`config.mk`:
```
export PLATFORM = sky130hd
export DESIGN_NAME = stopwatch_tick_counter
export DESIGN_NICKNAME = d
export VERILOG_FILES = /design/src/rtl/stopwatch_pkg.sv /design/src/rtl/bcd_digit_counter.sv /design/src/rtl/stopwatch_tick_counter.sv
export SDC_FILE = /design/constraint.sdc
export NUM_CORES = 1
export LEC_CHECK = 0
export CAP_MARGIN = 20
export CORE_ASPECT_RATIO = 1.5
export CORE_MARGIN = 4
export CORE_UTILIZATION = 30
export CTS_BUF_LIST = sky130_fd_sc_hd__clkbuf_8
export CTS_CLUSTER_SIZE = 24
export DETAILED_ROUTE_END_ITERATION = 12
export GPL_TIMING_DRIVEN = 0
export PLACE_DENSITY = 0.55
export SYNTH_ARGS = -nofsm -noshare
export SYNTH_HDL_FRONTEND = slang
export SYNTH_SLANG_ARGS = --single-unit
```
`constraint.sdc`:
```
create_clock -name clk -period 2.8 [get_ports clk]
set_input_delay 0.56 -clock clk [delete_from_list [all_inputs] [get_ports clk]]
set_output_delay 0.56 -clock clk [all_outputs]
set_load 0.005 [all_outputs]
```
`src/rtl/stopwatch_pkg.sv`:
```
// Shared definitions for the stopwatch tick counter: FSM encoding, digit
// maxima and digit field offsets within the BCD display word.
package stopwatch_pkg;

    typedef enum logic [1:0] {
        ST_IDLE    = 2'd0,
        ST_RUNNING = 2'd1,
        ST_STOPPED = 2'd2,
        ST_LAP     = 2'd3
    } state_t;

    localparam logic [3:0] DEC_MAX = 4'd9;
    localparam logic [3:0] SEX_MAX = 4'd5;

    localparam int NUM_DIGITS = 6;
    localparam int DIG_C1  = 0;
    localparam int DIG_C10 = 4;
    localparam int DIG_S1  = 8;
    localparam int DIG_S10 = 12;
    localparam int DIG_M1  = 16;
    localparam int DIG_M10 = 20;

endpackage

```
`src/rtl/bcd_digit_counter.sv`:
```
// One BCD digit that counts 0..MAX and wraps; at_max feeds the carry chain.
module bcd_digit_counter
    import stopwatch_pkg::*;
#(
    parameter logic [3:0] MAX = DEC_MAX
) (
    input  logic       clk,
    input  logic       reset,
    input  logic       clr,
    input  logic       en,
    output logic [3:0] digit,
    output logic       at_max
);

    logic [3:0] digit_q;
    logic [3:0] digit_d;

    always_comb begin
        digit_d = digit_q;
        if (clr) begin
            digit_d = 4'd0;
        end else if (en) begin
            digit_d = (digit_q == MAX) ? 4'd0 : digit_q + 4'd1;
        end
    end

    always_ff @(posedge clk) begin
        if (reset) begin
            digit_q <= 4'd0;
        end else begin
            digit_q <= digit_d;
        end
    end

    assign digit  = digit_q;
    assign at_max = (digit_q == MAX);

endmodule

```
`src/rtl/stopwatch_tick_counter.sv`:
```
// Two-button stopwatch: MM:SS.CC BCD counter driven by a 10 ms tick, with
// lap freeze, stop/resume/clear and a sticky overflow flag.
module stopwatch_tick_counter
    import stopwatch_pkg::*;
#(
    parameter bit HOLD_ON_OVF = 1'b0
) (
    input  logic        clk,
    input  logic        reset,
    input  logic        tick,
    input  logic        start_stop,
    input  logic        lap_clear,
    output logic [23:0] disp_bcd,
    output logic        running,
    output logic        lap_active,
    output logic        overflow
);

    state_t      state_q, state_d;
    logic [23:0] lap_q, lap_d;
    logic        ovf_q, ovf_d;

    logic [NUM_DIGITS-1:0] dig_en;
    logic [NUM_DIGITS-1:0] dig_at_max;
    logic [3:0]            dig_c1, dig_c10, dig_s1, dig_s10, dig_m1, dig_m10;
    logic [23:0]           count;

    logic timing;
    logic count_en;
    logic all_max;
    logic terminal;
    logic clr_count;
    logic lap_press;

    assign count = {dig_m10, dig_m1, dig_s10, dig_s1, dig_c10, dig_c1};

    assign timing    = (state_q == ST_RUNNING) || (state_q == ST_LAP);
    assign count_en  = tick && timing;
    assign all_max   = &dig_at_max;
    assign terminal  = count_en && all_max;
    assign clr_count = (state_q == ST_STOPPED) && lap_clear && !start_stop;
    assign lap_press = (state_q == ST_RUNNING) && lap_clear && !start_stop;

    // Saturating mode simply withholds the enable at terminal count.
    assign dig_en[0] = HOLD_ON_OVF ? (count_en && !all_max) : count_en;
    assign dig_en[1] = dig_en[0] && dig_at_max[0];
    assign dig_en[2] = dig_en[1] && dig_at_max[1];
    assign dig_en[3] = dig_en[2] && dig_at_max[2];
    assign dig_en[4] = dig_en[3] && dig_at_max[3];
    assign dig_en[5] = dig_en[4] && dig_at_max[4];

    bcd_digit_counter #(.MAX(DEC_MAX)) u_c1 (
        .clk(clk), .reset(reset), .clr(clr_count), .en(dig_en[0]),
        .digit(dig_c1), .at_max(dig_at_max[0])
    );
    bcd_digit_counter #(.MAX(DEC_MAX)) u_c10 (
        .clk(clk), .reset(reset), .clr(clr_count), .en(dig_en[1]),
        .digit(dig_c10), .at_max(dig_at_max[1])
    );
    bcd_digit_counter #(.MAX(DEC_MAX)) u_s1 (
        .clk(clk), .reset(reset), .clr(clr_count), .en(dig_en[2]),
        .digit(dig_s1), .at_max(dig_at_max[2])
    );
    bcd_digit_counter #(.MAX(SEX_MAX)) u_s10 (
        .clk(clk), .reset(reset), .clr(clr_count), .en(dig_en[3]),
        .digit(dig_s10), .at_max(dig_at_max[3])
    );
    bcd_digit_counter #(.MAX(DEC_MAX)) u_m1 (
        .clk(clk), .reset(reset), .clr(clr_count), .en(dig_en[4]),
        .digit(dig_m1), .at_max(dig_at_max[4])
    );
    bcd_digit_counter #(.MAX(SEX_MAX)) u_m10 (
        .clk(clk), .reset(reset), .clr(clr_count), .en(dig_en[5]),
        .digit(dig_m10), .at_max(dig_at_max[5])
    );

    always_ff @(posedge clk) begin
        if (reset) begin
            state_q <= ST_IDLE;
            lap_q   <= 24'd0;
            ovf_q   <= 1'b0;
        end else begin
            state_q <= state_d;
            lap_q   <= lap_d;
            ovf_q   <= ovf_d;
        end
    end

    // start_stop always wins over a coincident lap_clear.
    always_comb begin
        state_d = state_q;
        lap_d   = lap_q;
        ovf_d   = ovf_q;
        case (state_q)
            ST_IDLE: begin
                if (start_stop) state_d = ST_RUNNING;
            end
            ST_RUNNING: begin
                if (start_stop) begin
                    state_d = ST_STOPPED;
                end else if (lap_clear) begin
                    state_d = ST_LAP;
                end
            end
            ST_LAP: begin
                if (start_stop) begin
                    state_d = ST_STOPPED;
                end else if (lap_clear) begin
                    state_d = ST_RUNNING;
                end
            end
            ST_STOPPED: begin
                if (start_stop) begin
                    state_d = ST_RUNNING;
                end else if (lap_clear) begin
                    state_d = ST_IDLE;
                end
            end
            default: state_d = ST_IDLE;
        endcase
        if (lap_press) lap_d = count;
        if (terminal)  ovf_d = 1'b1;
        if (clr_count) begin
            lap_d = 24'd0;
            ovf_d = 1'b0;
        end
    end

    always_comb begin
        disp_bcd   = (state_q == ST_LAP) ? lap_q : count;
        running    = timing;
        lap_active = (state_q == ST_LAP);
        overflow   = ovf_q;
    end

endmodule

```
==> results of run 1 <==
[final cells by class]
class,count,share of cell area [%]
clock buffers,6,2.66
plain buffers,22,3.75
multi-input cells,226,43.9
flip-flops and latches,51,32.9
inverters,7,0.967
well taps,105,4.23
clock inverters,2,1.13
repair buffers,33,10.5
[flip-flops by register name, indices dropped and copies added (netlist names)]
register and count:
u_s1.digit 4, overflow 1, lap_q 24, u_c1.digit 4, u_m10.digit 4, u_c10.digit 4
state_q 2, u_s10.digit 4, u_m1.digit 4
[routing by layer]
| layer | GRT usage [%] | vias up | routed length [µm] |
|---|---|---|---|
| met1 | 14.8 | 1068 | 2660 |
| met2 | 23.1 | 31 | 3330 |
| met5 | 0 | - | 0 |
| met3 | 2.73 | 8 | 166 |
| met4 | 6.24 | 0 | 136 |
| li1 | - | 1145 | - |
[layout by cell type (no fill, tap or decap), types with 4 or more instances in the layout]
cell type and count:
sky130_fd_sc_hd__nor2_1 10, sky130_fd_sc_hd__nand3_1 6, sky130_fd_sc_hd__clkdlybuf4s50_1 31, sky130_fd_sc_hd__clkbuf_8 6, sky130_fd_sc_hd__o31ai_1 4, sky130_fd_sc_hd__buf_2 8, sky130_fd_sc_hd__nand2_1 67, sky130_fd_sc_hd__clkbuf_1 9
sky130_fd_sc_hd__buf_4 4, sky130_fd_sc_hd__xor2_1 4, sky130_fd_sc_hd__a21oi_1 42, sky130_fd_sc_hd__dfxtp_1 51, sky130_fd_sc_hd__mux2_2 19, sky130_fd_sc_hd__nand3b_1 4, sky130_fd_sc_hd__nor3b_1 4, sky130_fd_sc_hd__inv_1 6
sky130_fd_sc_hd__o21ai_0 15, sky130_fd_sc_hd__nor2b_1 6
[synthesized netlist by cell type (4+ instances only)]
library cell	n	area [µm²]
sky130_fd_sc_hd__nand2_1	67	251
sky130_fd_sc_hd__dfxtp_1	51	1020
sky130_fd_sc_hd__a21oi_1	42	210
sky130_fd_sc_hd__mux2_2	19	214
sky130_fd_sc_hd__o21ai_0	15	75.1
sky130_fd_sc_hd__clkbuf_1	11	41.3
sky130_fd_sc_hd__nor2_1	10	37.5
sky130_fd_sc_hd__buf_2	9	45.0
sky130_fd_sc_hd__inv_1	7	26.3
sky130_fd_sc_hd__nand3_1	6	30.0
sky130_fd_sc_hd__nor2b_1	6	37.5
sky130_fd_sc_hd__nand3b_1	4	30.0
sky130_fd_sc_hd__nor3b_1	4	30.0
sky130_fd_sc_hd__o31ai_1	4	30.0
sky130_fd_sc_hd__xor2_1	4	35.0
[logic make-up after synthesis]
family	synth area share (%)
and+or+nand+nor	26.8
xor gates and xnor gates	2.08
AOI/OAI and AO/OA	15.8
DFF	40.4
muxes	9.26
buffers and inverters	5.64
[what timing repair did]
| item | 4_1_cts | 5_1_grt |
|---|---|---|
| gates resized for setup | 3 | 0 |
| endpoints found under the setup margin | 10 | 0 |
| buffers inserted | 2 | 0 |
[worst max-delay path, cell delays in order, from the launching register on]
cell and delay, ns:
sky130_fd_sc_hd__dfxtp_1 0.31, sky130_fd_sc_hd__buf_4 0.16, sky130_fd_sc_hd__nand2_1 0.08, sky130_fd_sc_hd__buf_4 0.22
sky130_fd_sc_hd__clkinvlp_4 0.11, sky130_fd_sc_hd__buf_4 0.16, sky130_fd_sc_hd__o21ai_0 0.20, sky130_fd_sc_hd__clkdlybuf4s50_1 0.54
[power groups by stage]
stage,registers (mW),clock network [mW],logic (mW)
2_1_floorplan,0.748,0,0.0439
3_3_place_gp,0.749,0,0.0754
3_5_place_dp,0.749,0,0.0755
4_1_cts,0.732,0.566,0.0772
5_1_grt,0.733,0.594,0.0843
6_report,0.732,0.549,0.0755
[path summary, 6_finish.rpt]
| kind | depth (start not counted) | startpoint | end |
|---|---|---|---|
| worst max-delay path | 7 | state_q[0]$_SDFFE_PP0P_ | disp_bcd[15] |
| worst min-delay path | 2 | overflow$_SDFFE_PP0P_ | overflow$_SDFFE_PP0P_ |
| worst max register to register | 7 | state_q[0]$_SDFFE_PP0P_ | u_m10.digit[0]$_SDFFE_PP0P_ |
| worst min register to register | 2 | overflow$_SDFFE_PP0P_ | overflow$_SDFFE_PP0P_ |
[stage by stage]
| step | util, % | power, mW | hold WS (ns) |
|---|---|---|---|
| after detailed placement | 36.6 | 0.824 | 0.443 |
| after global placement | 36.6 | 0.824 | 0.439 |
| after floorplan | - | 0.792 | 0.434 |
| after CTS | 38.3 | 1.37 | 0.456 |
| final | 38.3 | 1.36 | 0.453 |
| after global routing | 38.3 | 1.41 | 0.477 |
==> metrics, run 1 <==
share of the clock period used by the worst path after layout=roughly 95%; async set-reset flop share out of synthesis=0%; H-tree depth reported by CTS=2; Final min period=2.66 ns; Slew Limit Headroom=66.3%; max-capacitance violation count=0; clock slew at the register clock pins of the worst setup and hold paths=0.09 ns; fraction of power consumed by sequential logic=53.9%; combinational fraction of design power=5.6%; Detailed Place HPWL=roughly 4500 µm; source-to-sink clock delay at the later pin of the worst-skew pair=0.31 ns; cts bufs inserted=5; cell-internal power=between 1 and 1.5 mW; largest net degree at the start of global routing=16; IR drop worst, VDD=just under 0.0002 V; flip-flop and latch count after synthesis=~50; sort of element at the end of the critical path=primary output; Worst Slack Setup Final=0.144 ns; total instance count after detailed placement=between 400 and 500; power density cells=around 440 nW/µm²; # setup viols final=0; clock root buffer master=sky130_fd_sc_hd__clkbuf_8; first-pass GRT wire length=~11000 µm; Multi-input gate area=roughly 1400 µm²; category of the worst setup path launch point=register; arrival time worst endpoint=2.10 ns; Top FF cell, synth=sky130_fd_sc_hd__dfxtp_1; Slew Limit Fails=0; per-cell via count in the routed design=around 5; power dissipated by switching net loads=slightly above 300 µW; via count of the first global-routing pass=2145; Clock power frac=between 40 and 50%; number of synthesized flops with an enable pin=0; standby leakage power=between 1 and 1.5 nW; standard cell core area=8110 µm²; antenna diode count=0; detailed-route DRC error count=0; overflow left after global routing=0; Syn Std Cell Area=2530 µm²; run status=completed; top fanout value on the critical path=10; number of sinks handled by clock tree synthesis=between 50 and 60; share of final-layout standard cells stronger than drive strength 1=15.0%; count of distinct cell types in the synthesized netlist=46; worst clock skew=0.00767 ns; Std-Cell Rows=40; area grow syn2layout=22.9%; count of input and output buffers=31; Nets=~350; drt initial violations=100; final RePlAce weighted congestion=0.776; Final Hold Vio Count=0; timing-limited maximum frequency=between 300 and 400 MHz; Final Cell Area=between 3000 and 4000 µm²; remaining antenna violation count after routing=0; largest buffer count on any clock path=2; antenna violations before repair=0; sw frac=between 20% and 30%; sequential cell area in the final layout=roughly 1000 µm²; count of yosys warnings during synthesis=0; iteration count of the initial detailed-routing pass=5; cell area reported after detailed placement=slightly below 3000 µm²; Syn Area/Cell=around 8 µm²; Post-Layout Cell Count=about 450; net count after synthesis=approximately 310; number of instances in the synthesized netlist=between 300 and 400; Die Area=about 10000 µm²; Starting Density=a little over 30%; worst slack at placement=0.191 ns; Register-to-Register Setup Slack=1.01 ns; setup TNS after final layout=0 ns; class of the worst hold path=register to register; measured slew at the worst slew-check pin=0.506 ns; share of the yosys chip area belonging to registers=40.4%; TritonCTS clock tree=built; total global routing track utilization=between 10% and 20%; Die X-Extent=just over 80 µm; Filler Cells Inserted=between 800 and 900; count of hold buffers inserted by post-cts repair=0; IO Count=32; Final Routed Wirelength=6290 µm; setup repair after global routing missed its margin=no; required time of the critical path=about 2.2 ns; Die Y-Extent=roughly 120 µm; DR vias=between 2000 and 2500; per-cell routed wire length=approximately 14 µm; kind of critical path=register to primary output
Power figures use the tool's default switching activity.
==> inputs of run 2 (changes only) <==
--- a/config.mk
+++ b/config.mk
@@ -10,7 +10,6 @@
 export CORE_MARGIN = 4
 export CORE_UTILIZATION = 30
 export CTS_BUF_LIST = sky130_fd_sc_hd__clkbuf_8
-export CTS_CLUSTER_SIZE = 24
 export DETAILED_ROUTE_END_ITERATION = 12
 export GPL_TIMING_DRIVEN = 0
 export PLACE_DENSITY = 0.55
==> constraint.sdc (replaced) <==
create_clock -name clk -period 2.7 [get_ports clk]
set_input_delay 0.54 -clock clk [delete_from_list [all_inputs] [get_ports clk]]
set_output_delay 0.54 -clock clk [all_outputs]
set_load 0.005 [all_outputs]
==> metrics, run 2 (synthesized netlist as in run 1, its figures left out) <==
run status=completed; worst slack at placement=around 0.11 ns; Filler Cells Inserted=a little under 900; count of hold buffers inserted by post-cts repair=0; # setup viols final=0; share of final-layout standard cells stronger than drive strength 1=between 10 and 15%; Final Hold Vio Count=0; Most common cell on crit path=sky130_fd_sc_hd__nand2_1; Nets=350; antenna violations before repair=0; Slew Limit Fails=0; arrival time worst endpoint=approximately 2.0 ns; iteration count of the initial detailed-routing pass=4; standard cell core area=a little over 8000 µm²; via count of the first global-routing pass=between 2000 and 2500; sort of element at the end of the critical path=primary output; power consumption=~1.4 mW; count of input and output buffers=31; largest net degree at the start of global routing=16; setup repair after global routing missed its margin=no; first-pass GRT wire length=10500 µm; class of the worst hold path=register to register; standby leakage power=1.06 nW; cts bufs inserted=5; required time of the critical path=about 2.2 ns; top fanout value on the critical path=10; total global routing track utilization=a little over an eighth; measured slew at the worst slew-check pin=between 0.5 and 0.6 ns; final RePlAce weighted congestion=0.776; overflow left after global routing=0; per-cell via count in the routed design=around 5.0; Die Area=between 9000 and 10000 µm²; largest buffer count on any clock path=2; Worst Slack Setup Final=about 0.14 ns; cell area reported after detailed placement=2970 µm²; Final Routed Wirelength=roughly 6300 µm; number of sinks handled by clock tree synthesis=between 50 and 60; buffering stage count on the worst path with inverters included=5; kind of critical path=register to primary output; Starting Density=31.2%; total instance count after detailed placement=~440; number of flip-flops under the largest register name=24; hold_ws=0.453 ns; clock root buffer master=sky130_fd_sc_hd__clkbuf_8; kind of cell adding the most delay to the critical path=buffers and inverters; power density cells=~450 nW/µm²; TritonCTS clock tree=built; Std-Cell Rows=40; register bank with the most flops=lap_q; Die Y-Extent=roughly 120 µm; Slew Limit Headroom=between 60% and 70%; Final Core Density=38.2%; Detailed Place HPWL=roughly 4500 µm; setup TNS after final layout=0 ns; category of the worst setup path launch point=register; antenna diode count=0; Die X-Extent=a little over 80 µm; cell at the slowest stage of the critical path=sky130_fd_sc_hd__clkdlybuf4s50_1; most frequent cells in the layout=sky130_fd_sc_hd__nand2_1 (67), sky130_fd_sc_hd__dfxtp_1 (51), sky130_fd_sc_hd__a21oi_1 (42); max-capacitance violation count=0; remaining antenna violation count after routing=0; source-to-sink clock delay at the later pin of the worst-skew pair=about 0.32 ns; Post-Layout Cell Count=451; most frequent standard cell in the layout excluding fill and tap cells=sky130_fd_sc_hd__nand2_1; IR drop worst, VDD=0.000202 V; detailed-route DRC error count=0; per-cell routed wire length=roughly 14 µm; Final Cell Area=3100 µm²; worst clock skew=between 0.007 and 0.008 ns; IO Count=32; Final min period=about 2.6 ns; delay contributed by the slowest stage of the critical path=about 0.53 ns; DR vias=between 2000 and 2500; crit path cell chain=buf_4 > nand2_1 > buf_6 > inv_1 > clkbuf_4 > nand2_1 > o21ai_1 > clkdlybuf4s50_1; drt initial violations=138; clock slew at the register clock pins of the worst setup and hold paths=~0.090 ns; area grow syn2layout=22.6%; H-tree depth reported by CTS=2; timing-limited maximum frequency=slightly below 400 MHz; share of the clock period used by the worst path after layout=94.8%
[run 2: power breakdown]
group	leakage, nW	internal (mW)	switching (mW)
sequential	0.411	0.756	0.00328
combinational	0.585	0.0304	0.0476
clock	0.0612	0.300	0.270
total	1.06	1.09	0.321
[run 2: timing repair]
item / 4_1_cts / 5_1_grt
setup endpoints to repair: 16 / 5
gates resized for setup: 5 / 3
buffers inserted: 0 / 0
[run 2: final timing paths]
kind | start | to | slack (ns) | depth (start not counted)
worst max-delay path | state_q[0]$_SDFFE_PP0P_ | disp_bcd[15] | 0.14 | 8
worst min-delay path | overflow$_SDFFE_PP0P_ | overflow$_SDFFE_PP0P_ | 0.45 | 2
worst min register to register | overflow$_SDFFE_PP0P_ | overflow$_SDFFE_PP0P_ | 0.45 | 2
worst max register to register | state_q[0]$_SDFFE_PP0P_ | lap_q[23]$_SDFFE_PP0P_ | 0.91 | 6
[run 2: final cells by class]
type	instances	area (µm²)	share of cell area [%]
flip-flops and latches	51	1020	33.0
clock inverters	2	35.0	1.13
multi-input cells	226	1360	44.0
well taps	105	131	4.24
inverters	7	26.3	0.848
clock buffers	6	82.6	2.67
plain buffers	23	128	4.12
repair buffers	31	310	10.0
[run 2: worst reg2reg max path, stage by stage, from the launching register on]
cell and delay [ns]:
sky130_fd_sc_hd__dfxtp_1 0.31, sky130_fd_sc_hd__buf_4 0.16, sky130_fd_sc_hd__nor4bb_1 0.45, sky130_fd_sc_hd__or2_2 0.19
sky130_fd_sc_hd__buf_2 0.19, sky130_fd_sc_hd__buf_2 0.31, sky130_fd_sc_hd__a21oi_1 0.07
[run 2: metal layers]
layer	track usage (%)	wire length, µm	vias up
met4	6.24	165	0
met1	14.9	2670	1049
met5	0	0	-
met3	2.73	192	9
li1	-	-	1141
met2	23.0	3290	36
==> inputs of run 3 (changes only) <==
--- a/config.mk
+++ b/config.mk
@@ -12,6 +12,7 @@
 export CTS_BUF_LIST = sky130_fd_sc_hd__clkbuf_8
 export DETAILED_ROUTE_END_ITERATION = 12
 export GPL_TIMING_DRIVEN = 0
+export HOLD_SLACK_MARGIN = 0.1
 export PLACE_DENSITY = 0.55
 export SYNTH_ARGS = -nofsm -noshare
 export SYNTH_HDL_FRONTEND = slang
==> results of run 3 <==
Same layout as run 2: the final DEF is identical, and so are final timing and power.
